### config.mk
export PLATFORM = sky130hd
export DESIGN_NAME = kronos_wb_retire
export DESIGN_NICKNAME = d
export VERILOG_FILES = /design/src/rtl/kronos_wb_retire.sv
export SDC_FILE = /design/constraint.sdc
export NUM_CORES = 1
export LEC_CHECK = 0
export ABC_AREA = 1
export BUFFER_PORTS_ARGS = -buffer_cell sky130_fd_sc_hd__buf_4
export CORE_ASPECT_RATIO = 0.6
export CORE_MARGIN = 5
export CORE_UTILIZATION = 54
export CTS_CLUSTER_SIZE = 12
export DETAILED_ROUTE_END_ITERATION = 16
export PLACE_DENSITY_LB_ADDON = 0.08
export SLEW_MARGIN = 20
export SYNTH_ARGS = -nofsm -noshare
export SYNTH_HDL_FRONTEND = slang
export SYNTH_SLANG_ARGS = --single-unit
### constraint.sdc
create_clock -name clk -period 2.6 [get_ports clk]
set_input_delay 0.52 -clock clk [delete_from_list [all_inputs] [get_ports clk]]
set_output_delay 0.52 -clock clk [all_outputs]
set_load 0.005 [all_outputs]
### src/rtl/kronos_wb_retire.sv
// rtl/kronos_wb_retire.sv - Kronos write-back/retire stage: data-bus access for loads/stores and register write-back.
// Optional bus-wait timeout enabled by defining KRONOS_WB_TIMEOUT_EN.
module kronos_wb_retire #(
    parameter int TIMEOUT = 16
) (
    input  logic        clk,
    input  logic        rst,
    input  logic        execute_vld,
    output logic        execute_rdy,
    input  logic [31:0] result,
    input  logic [4:0]  rd,
    input  logic        wr_rd,
    input  logic        ld,
    input  logic        st,
    input  logic [1:0]  mem_size,
    input  logic        ld_uns,
    input  logic [31:0] st_data,
    output logic [31:0] data_addr,
    output logic        data_req,
    output logic        data_wr_en,
    output logic [3:0]  data_mask,
    output logic [31:0] data_wr_data,
    input  logic [31:0] data_rd_data,
    input  logic        data_ack,
    output logic        regwr_en,
    output logic [4:0]  regwr_sel,
    output logic [31:0] regwr_data,
    output logic        bus_err
);

    typedef enum logic {IDLE, MEM} state_t;

    state_t      state;
    logic [4:0]  lat_rd;
    logic        lat_wr_rd;
    logic        lat_ld;
    logic        lat_uns;
    logic [1:0]  lat_size;
    logic [1:0]  lat_off;
    logic [1:0]  off;
    logic [3:0]  mask_next;
    logic [31:0] shifted;
    logic [31:0] ld_value;

    assign execute_rdy = (state == IDLE) && !rst;
    assign off         = result[1:0];

    always_comb begin
        mask_next = 4'b1111;
        case (mem_size)
            2'd0:    mask_next = 4'b0001 << off;
            2'd1:    mask_next = 4'b0011 << off;
            default: mask_next = 4'b1111;
        endcase
    end

    // Lanes above the accessed bytes shift in as zero before extension.
    always_comb begin
        shifted  = data_rd_data >> {lat_off, 3'b000};
        ld_value = shifted;
        case (lat_size)
            2'd0:    ld_value = {{24{~lat_uns & shifted[7]}}, shifted[7:0]};
            2'd1:    ld_value = {{16{~lat_uns & shifted[15]}}, shifted[15:0]};
            default: ld_value = shifted;
        endcase
    end

`ifdef KRONOS_WB_TIMEOUT_EN
    logic [31:0] wait_cnt;
`else
    assign bus_err = 1'b0;
`endif

    always_ff @(posedge clk) begin
        if (rst) begin
            state        <= IDLE;
            data_addr    <= '0;
            data_req     <= 1'b0;
            data_wr_en   <= 1'b0;
            data_mask    <= '0;
            data_wr_data <= '0;
            regwr_en     <= 1'b0;
            regwr_sel    <= '0;
            regwr_data   <= '0;
            lat_rd       <= '0;
            lat_wr_rd    <= 1'b0;
            lat_ld       <= 1'b0;
            lat_uns      <= 1'b0;
            lat_size     <= '0;
            lat_off      <= '0;
`ifdef KRONOS_WB_TIMEOUT_EN
            bus_err      <= 1'b0;
            wait_cnt     <= '0;
`endif
        end else begin
            regwr_en <= 1'b0;
`ifdef KRONOS_WB_TIMEOUT_EN
            bus_err  <= 1'b0;
`endif
            case (state)
                IDLE: begin
                    if (execute_vld) begin
                        if (ld || st) begin
                            state        <= MEM;
                            data_req     <= 1'b1;
                            data_addr    <= {result[31:2], 2'b00};
                            data_wr_en   <= st;
                            data_mask    <= mask_next;
                            data_wr_data <= st_data << {off, 3'b000};
                            lat_rd       <= rd;
                            lat_wr_rd    <= wr_rd;
                            lat_ld       <= ld;
                            lat_uns      <= ld_uns;
                            lat_size     <= mem_size;
                            lat_off      <= off;
`ifdef KRONOS_WB_TIMEOUT_EN
                            wait_cnt     <= '0;
`endif
                        end else if (wr_rd) begin
                            regwr_en   <= 1'b1;
                            regwr_sel  <= rd;
                            regwr_data <= result;
                        end
                    end
                end
                MEM: begin
                    if (data_ack) begin
                        state      <= IDLE;
                        data_req   <= 1'b0;
                        data_wr_en <= 1'b0;
                        if (lat_ld && lat_wr_rd) begin
                            regwr_en   <= 1'b1;
                            regwr_sel  <= lat_rd;
                            regwr_data <= ld_value;
                        end
                    end
`ifdef KRONOS_WB_TIMEOUT_EN
                    // A timed-out load still writes back so the hazard tracker is released.
                    else if (wait_cnt == 32'(TIMEOUT - 1)) begin
                        state      <= IDLE;
                        data_req   <= 1'b0;
                        data_wr_en <= 1'b0;
                        bus_err    <= 1'b1;
                        if (lat_ld && lat_wr_rd) begin
                            regwr_en   <= 1'b1;
                            regwr_sel  <= lat_rd;
                            regwr_data <= '0;
                        end
                    end else begin
                        wait_cnt <= wait_cnt + 32'd1;
                    end
`endif
                end
                default: state <= IDLE;
            endcase
        end
    end

endmodule

Word-level counts from Yosys, hierarchy flattened
Cells that the tools add are included.
Storage, ports and cells
  register bits after elaboration: 119
  input bits: 111
  output and inout bits: 110
  logic and storage cells: 71
Operators by class
  equal/unequal tests: 8
  shifts and indexed selects: 4
  muxes and demuxes: 31
  bitwise operators: 4
  reductions and logical operators: 9
Operators by type and width (count)
  32-bit two-way mux: 5
  32-bit one-hot mux with 2 select lines: 2
  32-bit by 5-bit left shift with 32-bit output: 1
  32-bit by 5-bit right shift with 32-bit output: 1
  5-bit two-way mux: 5
  1-bit two-way mux: 13
  5-bit one-hot mux with 2 select lines: 1
  2-bit inequality test, second input constant: 4
  1-bit one-hot mux with 2 select lines: 4
  4-bit one-hot mux with 2 select lines: 1
  3-bit AND reduction: 2
  5-bit AND reduction: 1
  2-bit by 1-bit == test with 1-bit output, second input constant: 2
  2-bit zero test: 2
  2-bit by 1-bit inequality test with 1-bit output, second input constant: 2
  1-bit by 2-bit left shift with 4-bit output, first input constant: 1
  2-bit by 2-bit left shift with 4-bit output, first input constant: 1
  1-bit bitwise AND: 2
  1-bit logical AND: 2
  1-bit inverter: 2
  1-bit zero test: 1
  1-bit logical OR: 1

Logic depth before layout (Yosys ltp)
  depth in word-level cells: 6
  gate-level depth with buffers: 10
  depth with buffers taken out: 8

Least setup slack after synthesis
OpenSTA, ideal clock, no wires.
  kind: input port to output port
  start: input rst
  end: output execute_rdy
  arrival: 1.037 ns
  data required time: 2.080 ns
  setup slack: 1.043 ns
  stages: 3
  buffers on the path: 2
  path through: buf_2 -> clkbuf_1 -> nor2_1
On the way
  cells in the longest elaborated chain, start to end: 2
Ends and longest elaborated chain
  start: declaration: RTL line 7  | input logic rst,
  1-bit zero test: RTL line 45  | assign execute_rdy = (state == IDLE) && !rst;
  1-bit logical AND: RTL line 45
  end: declaration: RTL line 9  | output logic execute_rdy,
No other way between the ends.

Worst setup path after layout
  start: register lat_off[0]
  end: register regwr_data[15]
On the way
  cells in the longest elaborated chain, start to end: 6
Ends and longest elaborated chain
  start: declaration: RTL line 39  | logic [1:0] lat_off;
  start signal: assignment: RTL line 90  | lat_off <= '0;
  start signal: assignment: RTL line 115  | lat_off <= off;
  32-bit by 5-bit right shift with 32-bit output *: RTL line 59  | shifted = data_rd_data >> {lat_off, 3'b000};
  1-bit bitwise AND: RTL line 62  | 2'd0: ld_value = {{24{~lat_uns & shifted[7]}}, shifted[7:0]};
  32-bit one-hot mux with 2 select lines *: RTL line 61  | case (lat_size)
  32-bit two-way mux *: RTL line 131  | if (lat_ld && lat_wr_rd) begin
  32-bit two-way mux *: RTL line 127  | if (data_ack) begin
  32-bit one-hot mux with 2 select lines *: RTL line 100  | case (state)
  end signal: assignment: RTL line 122  | regwr_data <= result;
  end signal: assignment: RTL line 134  | regwr_data <= ld_value;
  end: declaration: RTL line 27  | output logic [31:0] regwr_data,
Mark *: on every way between the ends. The rest lies on a longest branch, timed or not. The select of a mux whose other input is x is not followed.
A chain may end at the register's enable or synchronous reset.

==> impl_metrics.env <==
export IMPL_hp_class="input pin to flop"
export IMPL_fin_setup_tns_ps=0
export IMPL_drc=0
export IMPL_synthSimpleGateAreaFrac_pct=30.2
export IMPL_cp_start_kind="flop"
export IMPL_crit_path_max_fanout=33
export IMPL_p_comb_share_pct=18.9
export IMPL_crit_path_start="lat_off[0]"
export IMPL_synth_top_area_share_pct=39.8
export IMPL_yosysMostFrequentCell="nand2_1"
export IMPL_synth_common_cells="nand2_1, dfxtp_1, nor2_1, o21ai_0, a21oi_1"
export IMPL_cts_tree="built"
export IMPL_clockBufferDepth=2
export IMPL_antenna_found_initial=0
export IMPL_crit_required_ps=2890
export IMPL_grt_first_pass_wirelength_um=31100
export IMPL_synth_cell_types=35
export IMPL_track_usage_pct=28.8
export IMPL_rows=29
export IMPL_cp_num_cells=7
export IMPL_grt_max_degree=70
export IMPL_cts_resized_gates=0
export IMPL_power_share_clock_pct=43.4
export IMPL_synth_area_mux_share_pct=0
export IMPL_wire_per_inst_um=16.6
export IMPL_synth_top_family_by_area="simple AND/OR/NAND/NOR gates"
export IMPL_syn_cell_area_mm2=0.00599
export IMPL_die_x_um=146
export IMPL_ys_flop_type="dfxtp_1"
export IMPL_p_switching_mw=1.53
export IMPL_worst_path_buf_inv=1
export IMPL_critPathKind="flop to flop"
export IMPL_layout_min_cycle_time_ps=1800
export IMPL_yosysWarnings=0
export IMPL_cts_sinks=119
export IMPL_vias=6441
export IMPL_clk_pin_slew_ps=60
export IMPL_port_buffers=217
export IMPL_async_reset_ff_share_pct=0
export IMPL_core_mm2=0.0107
export IMPL_dieArea_mm2=0.0134
export IMPL_post_cts_setup_buffer_count=0
export IMPL_synth_compound_area_share_pct=19.6
export IMPL_io_pins=221
export IMPL_cts_buffers_inserted=17
export IMPL_p_seq_share_pct=37.8
export IMPL_hold_path_depth=3
export IMPL_place_hpwl_um=14100
export IMPL_r2r_end="regwr_data[15]"
export IMPL_regToRegSetupSlack_ps=800
export IMPL_critPathArrivalTime_ps=2090
export IMPL_yosys_top_cells_area="dfxtp_1, nand2_1, o21ai_0, nor2_1, a21oi_1"
export IMPL_r2r_start="lat_off[0]"
export IMPL_die_h_um=91.6
export IMPL_hold_buffers=0
export IMPL_period_share_pct=69.2
export IMPL_fin_skew_ps=9.77
export IMPL_htreeDepth=4
export IMPL_max_stage_delay_ps=600
export IMPL_rsz0062_at_grt="no"
export IMPL_syn2layout_area_growth_pct=34.7
export IMPL_synth_cells=855
export IMPL_crit_chain="inv_6, nand2_1, nand3_2, nand3_4, nand3_1, nand2_1, a21oi_1"
export IMPL_seq_area_frac_synth_pct=39.8
export IMPL_drive_gt1_share_pct=29.8
export IMPL_start_util_pct=56.0
export IMPL_via_per_inst=5.43
export IMPL_fill_cells=882
export IMPL_clk_latency_ps=420
export IMPL_finalSetupViolCount=0
export IMPL_power_density_mw_per_mm2=667
export IMPL_outcome="finished clean"
export IMPL_synth_area_per_cell_um2=7.01
export IMPL_gr_total_overflow=0
export IMPL_finalHoldViolCount=0
export IMPL_rr_worst_depth=7
export IMPL_critical_path_top_delay_family="simple AND/OR/NAND/NOR gates"
export IMPL_gp_congestion=0.906
export IMPL_maxSlewViolCount=0
export IMPL_crit_path_end="regwr_data[15]"
export IMPL_diodes=0
export IMPL_synth_edf_count=0
export IMPL_clock_fmax_ghz=0.556
export IMPL_root_buffer="clkbuf_16"
export IMPL_drt_wl_total_um=19700
export IMPL_p_sw_share_pct=28.5
export IMPL_first_pass_iters=6
export IMPL_p_int_mw=3.85
export IMPL_timing_critical_path_mode_cell="nand2_1"
export IMPL_worst_pin_slew_ps=679
export IMPL_cap_violations=0
export IMPL_cp_slowest_cell="dfxtp_1"
export IMPL_slew_headroom_pct=54.7
export IMPL_endpoint_kind="flop"
export IMPL_ir_worst_vdd_mv=0.483
export IMPL_power_leakage_nw=3.94
export IMPL_synth_seq_cells=119
export IMPL_synth_xor_area_share_pct=0
export IMPL_nets=1146
export IMPL_yosysTopAreaCell="dfxtp_1"
export IMPL_fin_total_pwr_mw=5.38
export IMPL_drt_iter0_drc=635
export IMPL_synth_adder_area_share_pct=0
export IMPL_grt_pass1_vias=5833
export IMPL_ant_nets=0
worst min path at each step:
stage	from	end	slack, ps
2_1_floorplan	lat_ld	lat_ld	440
3_3_place_gp	data_wr_data[1]	data_wr_data[1]	450
3_5_place_dp	data_wr_data[1]	data_wr_data[1]	460
4_1_cts	rd[1]	lat_rd[1]	350
5_1_grt	rd[1]	lat_rd[1]	360
6_report	rd[1]	lat_rd[1]	350
kinds of logic (layout without fill, tap and decap cells):
family | after synthesis | count (layout)
and+or+nand+nor | 411 | 411
AOI/OAI and AO/OA | 209 | 209
DFF | 119 | 119
other | 1 | 3
buffers and inverters | 115 | 306
area by class of cell:
class | count | area (um2) | share of cell area, %
clock buffers | 19 | 443 | 5.49
clock inverters | 13 | 146 | 1.81
flip-flops and latches | 119 | 2380 | 29.5
inverters | 46 | 180 | 2.23
repair buffers | 228 | 1750 | 21.7
multi-input cells | 623 | 2990 | 37.1
well taps | 139 | 174 | 2.16
metrics by stage:
stage          setup slack (ps)  hold WS (ps)  util, %  instance area, um2  instances
3_3_place_gp                607           455     69.9                7480       1155
6_report                    802           350     75.4                8070       1187
2_1_floorplan              1040           444        -                6000        857
5_1_grt                     674           358     75.4                8070       1187
3_5_place_dp                603           459     69.9                7480       1155
4_1_cts                     857           346     75.4                8070       1187
cell usage in the layout, fill, tap and decap left out, types with 6 or more instances in the layout:
master,n
nor2_1,115
nand2_1,184
buf_4,225
a211oi_1,7
nor3_1,8
a21oi_2,11
o211ai_1,17
clkbuf_16,17
dfxtp_1,118
a21oi_1,74
or2_2,17
nand3_1,65
inv_1,38
o31ai_1,8
inv_2,6
o21ai_0,91
tightest hold or removal path, cell delays in order:
cell and delay, ps:
buf_4 70, inv_1 40, a21oi_1 100
metal layers:
metal,vias up,routed length [um],track usage [%]
li1,3173,-,-
met1,2893,8980,42.8
met2,347,7950,39.4
met3,28,2480,9.75
met4,0,257,7.50
met5,-,0,0
sequential cells by signal, indices dropped and copies added (netlist names), 2 cells and up:
name / cells
regwr_data: 32
data_wr_data: 32
data_addr: 30
lat_size: 2
regwr_sel: 5
lat_rd: 5
lat_off: 2
data_mask: 4
power groups by stage:
stage / combinational (mW) / sequential [mW] / clock [mW]
global placement: 0.984 / 2.07 / 0
global route: 1.13 / 2.05 / 2.44
floorplan: 0.579 / 2.06 / 0
CTS: 1.00 / 2.03 / 2.35
finish: 1.02 / 2.03 / 2.34
detailed placement: 0.996 / 2.07 / 0
(Power assumes the default switching activity.)
